==> config.mk <==
export PLATFORM = sky130hd
export DESIGN_NAME = axi_write_arbiter
export DESIGN_NICKNAME = d
export VERILOG_FILES = /design/src/rtl/axi_write_arbiter.sv
export SDC_FILE = /design/constraint.sdc
export NUM_CORES = 1
export LEC_CHECK = 0
export BUFFER_PORTS_ARGS = -buffer_cell sky130_fd_sc_hd__buf_2
export CORE_MARGIN = 3
export CORE_UTILIZATION = 53
export CTS_CLUSTER_DIAMETER = 150
export DETAILED_ROUTE_END_ITERATION = 10
export GPL_ROUTABILITY_DRIVEN = 0
export PLACE_DENSITY = 0.89
export SYNTH_ARGS = -nofsm -noshare
export SYNTH_HDL_FRONTEND = slang
export SYNTH_SLANG_ARGS = --single-unit
==> constraint.sdc <==
create_clock -name ACLK -period 2.9 [get_ports ACLK]
set_clock_uncertainty 0.15 [all_clocks]
set_input_delay 0.145 -clock ACLK [delete_from_list [all_inputs] [get_ports ACLK]]
set_output_delay 0.145 -clock ACLK [all_outputs]
set_load 0.01 [all_outputs]
==> src/rtl/axi_write_arbiter.sv <==
// Write-path arbiter: grants one AXI write transaction at a time across NUM_M masters,
// holding the AW/W/B mux routing from the AW handshake through WLAST to the B handshake.
module axi_write_arbiter #(
  parameter int NUM_M = 3,
  parameter int NUM_S = 6,
  parameter int SW    = 3,
  parameter int BEATW = 8
) (
  input  logic                ACLK,
  input  logic                ARESETn,
  input  logic [NUM_M-1:0]    AWVALID_M,
  input  logic [NUM_M*SW-1:0] AWTARGET_M,
  input  logic [NUM_S:0]      AWREADY_S,
  input  logic                aw_hs,
  input  logic                w_hs,
  input  logic                wlast,
  input  logic                b_hs,
  output logic [1:0]          W_M,
  output logic [SW-1:0]       W_S,
  output logic                aw_en,
  output logic                w_en,
  output logic                b_en,
  output logic [BEATW-1:0]    beat_cnt,
  output logic                busy
);

  localparam int MW = 2;
  localparam logic [MW-1:0] M_NONE = '1;
  localparam logic [SW-1:0] S_NONE = '1;
  localparam logic [SW-1:0] S_DEF  = SW'(NUM_S);

  typedef enum logic [1:0] {
    ST_IDLE,
    ST_AW,
    ST_W,
    ST_B
  } state_e;

  state_e           state_q, state_d;
  logic [MW-1:0]    w_m_q, w_m_d;
  logic [SW-1:0]    w_s_q, w_s_d;
  logic [BEATW-1:0] beat_q, beat_d;
  logic [MW-1:0]    last_q, last_d;
  logic             aw_en_q, aw_en_d;
  logic             w_en_q, w_en_d;
  logic             b_en_q, b_en_d;
  logic             busy_q, busy_d;

  // Out-of-range targets are routed to the default (decode-error) slave.
  logic [SW-1:0]    tgt_dec [NUM_M];
  logic [NUM_M-1:0] elig;

  always_comb begin
    for (int m = 0; m < NUM_M; m++) begin
      tgt_dec[m] = (AWTARGET_M[m*SW +: SW] >= S_DEF) ? S_DEF : AWTARGET_M[m*SW +: SW];
      elig[m]    = AWVALID_M[m] & AWREADY_S[tgt_dec[m]];
    end
  end

  logic          win_found;
  logic [MW-1:0] win_m;
  logic [SW-1:0] win_s;

  // Round-robin scan starting just after the last served master.
  always_comb begin : arb
    logic [MW-1:0] cand;
    // NOTE: every variable gets a default before any branch so no latch is inferred.
    win_found = 1'b0;
    win_m     = M_NONE;
    win_s     = S_NONE;
    cand      = '0;
    for (int i = 1; i <= NUM_M; i++) begin
      cand = MW'((int'(last_q) + i) % NUM_M);
      if (!win_found && elig[cand]) begin
        win_found = 1'b1;
        win_m     = cand;
        win_s     = tgt_dec[cand];
      end
    end
  end

  // State register: all control and output state lives here.
  // NOTE: the asynchronous reset returns every register, including last_q, to its initial value.
  always_ff @(posedge ACLK or negedge ARESETn) begin
    if (!ARESETn) begin
      state_q <= ST_IDLE;
      w_m_q   <= M_NONE;
      w_s_q   <= S_NONE;
      beat_q  <= '0;
      last_q  <= MW'(NUM_M - 1);
      aw_en_q <= 1'b0;
      w_en_q  <= 1'b0;
      b_en_q  <= 1'b0;
      busy_q  <= 1'b0;
    end else begin
      // NOTE: sequential state uses non-blocking assignments so all registers update together.
      state_q <= state_d;
      w_m_q   <= w_m_d;
      w_s_q   <= w_s_d;
      beat_q  <= beat_d;
      last_q  <= last_d;
      aw_en_q <= aw_en_d;
      w_en_q  <= w_en_d;
      b_en_q  <= b_en_d;
      busy_q  <= busy_d;
    end
  end

  // Next-state logic; handshakes outside their own phase fall through untouched.
  always_comb begin
    state_d = state_q;
    w_m_d   = w_m_q;
    w_s_d   = w_s_q;
    beat_d  = beat_q;
    last_d  = last_q;
    unique case (state_q)
      ST_IDLE: begin
        if (win_found) begin
          state_d = ST_AW;
          w_m_d   = win_m;
          w_s_d   = win_s;
          beat_d  = '0;
        end
      end
      ST_AW: begin
        if (aw_hs) state_d = ST_W;
      end
      ST_W: begin
        if (w_hs) begin
          beat_d = beat_q + BEATW'(1);
          if (wlast) state_d = ST_B;
        end
      end
      ST_B: begin
        if (b_hs) begin
          last_d  = w_m_q;
          w_m_d   = M_NONE;
          w_s_d   = S_NONE;
          state_d = ST_IDLE;
        end
      end
      default: state_d = ST_IDLE;
    endcase
  end

  // Output logic: enables are decoded from the next state and registered.
  always_comb begin
    aw_en_d = (state_d == ST_AW);
    w_en_d  = (state_d == ST_W);
    b_en_d  = (state_d == ST_B);
    busy_d  = (state_d != ST_IDLE);
  end

  assign W_M      = w_m_q;
  assign W_S      = w_s_q;
  assign aw_en    = aw_en_q;
  assign w_en     = w_en_q;
  assign b_en     = b_en_q;
  assign beat_cnt = beat_q;
  assign busy     = busy_q;

endmodule

==> impl_metrics.ini <==
[status]
outcome = finished clean

[synth]
synth_area_leaders = dfrtp_1 22%, dfstp_2 9.4%, a21oi_1 4.8%
synth-seq-cells = 21
yosysSeqAreaShare = 0.3174
synth_largest_area_cell = dfrtp_1
post-synth-top-count-cell = nor2_1
synth-edff-count = 0
synthDominantCellAreaShare = 0.2235
synthesis.nets = 223
synth.distinct_cells = 52
ys_dominant_reg_cell = dfrtp_1
syn_area_sq_um = 1679
syn_inst = 195
syn_avg_cell_area_sq_um = 8.611
ys_warn_count = 0
ys_async_sr_fraction = 1.000
synth.cells.most_frequent = 19 x nor2_1, 16 x a21oi_1, 15 x dfrtp_1

[placement]
placed_cells = 272
dpl.hpwl_um = 3202
dp_worst_setup_slack_ps = 315.1
port_buffer_count = 41

[cts]
clk_pin_slew_worst_paths_ps = 110
cts_root_buffer_type = clkbuf_4
tritoncts = done
htree_num_levels = 1
clock_latency_ps = 290
numCtsBuffers = 3
clock_tree.buffer_depth = 2
clock_sink_count = 21
cts_setup_buffers = 0

[floorplanning]
die_h_um = 62.29
core_region_area_sq_um = 2877
boundaryPins = 42
placementRows = 19
die_x_um = 62.29
die_area_sq_um = 3879
initial_core_util = 0.5837

[worst_setup_path]
worst-path-max-fanout = 14
crit_start = last_q[0]
setup.worst_path.start_class = flip-flop
criticalPathCategory = reg2reg
timing.critical_path.required_ps = 2970
arrival_ps = 2750
worst_r2r_startpoint = last_q[0]
critical_path.endpoint_type = flip-flop

[timing]
setup-violations-final = 0
timing.fmax_mhz = 373.4
postLayoutSetupSlackWorst_ps = 221.7
tightest_slew_ps = 462.2
max-slew-margin-rel = 0.6919
tns_ps = 0
report.final.hold_viol_count = 0
period_needed_ps = 2678
final_max_slew_viol_count = 0
fin_hold_ws_ps = 69.64
fin_crit_sh = 0.9235
grt_setup_unrepaired = no

[layout]
finish.net_count = 265
post-route-util = 0.6860
layout.filler_cells = 246
antenna_cells_inserted = 0
non_filler_instances = 278
flow.area_growth_from_synthesis_pct = 17.51
final_layout_size_suffix_gt1_frac = 0.2797

[detailed_routing]
post-route-drc-count = 0
detail_route.first_pass.iterations = 4
ant_nets = 0
detailedRoute.firstIterationViolations = 125
route.detailed.wl_per_inst_um = 15.41
totalWireLength_um = 4285
viasPerCell = 6.126
detailroute.via_count = 1703

[power]
max-vdd-ir-drop_v = 0.0007017
power_per_cell_area_nw_per_um2 = 924.1
cellLeakagePower_nw = 0.8482

[global_routing]
grt_pass1_vias = 1550
grt_first_pass_wirelength_um = 7265
antenna_found_initial = 0
grt_remaining_overflow = 0
grt_max_degree = 22
grtUsageTotal = 0.2241

[flow_run]
drv.max_cap_violation_count = 0

[worst_hold_path]
hold_path.class = in2reg
hold_path_startpoint = wlast
[what timing repair did]
action | 4_1_cts | 5_1_grt
hold buffers | 2 | 0
gates resized for setup | 0 | 0
hold endpoints to repair | 22 | 0
[state kept, by name (all words and copies together), names as in the netlist]
signal    cells
W_S           3
beat_cnt      8
W_M           2
state_q       2
last_q        2
aw_en         1
busy          1
w_en          1
b_en          1
[routing by layer]
layer | wire length [um] | global-route usage | part of all wire
met5 | 0 | 0 | 0
met4 | 52 | 0.03857 | 0.012
met3 | 279 | 0.04685 | 0.065
met2 | 2098 | 0.3817 | 0.49
met1 | 1854 | 0.2982 | 0.43
[critical path, cell delays in order, from the launching register on]
cell	delay, ps
dfrtp_1	360
inv_1	60
ha_1	570
nor2_1	150
inv_1	100
o22ai_1	100
a32o_1	300
a2111oi_4	320
buf_4	240
mux2i_1	250
[final timing paths]
check	depth (start not counted)	slack, ps	endpoint
min in group asynchronous	2	200	beat_cnt[3]
min reg2reg	2	380	last_q[1]
max in group asynchronous	2	2050	W_M[0]
min	3	70	b_en
max reg2reg	9	220	W_M[0]
max	9	220	W_M[0]
[power by group]
part | total (W) | switching [W] | internal (W)
clock network | 0.000136 | 0.0000842 | 0.0000513
logic | 0.00113 | 0.000669 | 0.000458
registers | 0.000561 | 0.000132 | 0.000429
[placed cells by master, fill, tap and decap left out, types with 2 or more instances in the layout]
cell | synthesis | routed
a21boi_0 | 2 | 2
a21oi_1 | 16 | 16
a22oi_1 | 5 | 5
a2bb2oi_1 | 2 | 2
a31oi_1 | 2 | 2
and3_1 | 2 | 2
buf_2 | 0 | 41
buf_4 | 1 | 4
clkbuf_4 | 0 | 3
dfrtp_1 | 15 | 15
dfstp_2 | 6 | 6
dlygate4sd3_1 | 0 | 2
ha_1 | 3 | 3
inv_1 | 8 | 8
mux2_2 | 2 | 2
mux2i_1 | 8 | 8
mux4_2 | 2 | 2
nand2_1 | 14 | 14
nand2b_1 | 6 | 6
nand3_1 | 6 | 6
nand4_1 | 3 | 3
nor2_1 | 19 | 19
nor2b_1 | 5 | 5
nor3_1 | 4 | 4
nor4_1 | 3 | 3
o2111a_1 | 2 | 2
o211ai_1 | 2 | 2
o21ai_0 | 11 | 11
o221ai_1 | 2 | 2
o22a_1 | 2 | 2
o22ai_1 | 6 | 6
o2bb2ai_1 | 2 | 2
xnor2_1 | 3 | 3
xor2_1 | 2 | 2
[cells by family (layout without fill, tap and decap cells)]
| kind of cell | Yosys count | count (layout) | synth area share |
|---|---|---|---|
| adders and majority gates | 4 | 4 | 0.02906 |
| buffers and inverters | 18 | 59 | 0.04247 |
| and+or+nand+nor | 70 | 70 | 0.2116 |
| xor gates and xnor gates | 5 | 5 | 0.02609 |
| AOI/OAI and AO/OA | 64 | 64 | 0.2698 |
| muxes | 13 | 13 | 0.1036 |
| DFF | 21 | 21 | 0.3174 |
[stage by stage]
step	cell area (sq um)	total power [W]
after floorplan	1679	0.001372
after global placement	1926	0.001628
after detailed placement	1926	0.001667
after CTS	1973	0.001816
after global routing	1973	0.001997
final	1973	0.001823
[cell type report]
class	instances	area [sq um]	share of cell area
clock buffers	3	22.52	0.01141
repair buffers	47	255.2	0.1294
flip-flops and latches	21	533.0	0.2701
well taps	42	52.55	0.02663
clock inverters	1	5.005	0.002536
inverters	8	30.03	0.01522
multi-input cells	156	1075	0.5447
Power figures use the tool's default switching activity.
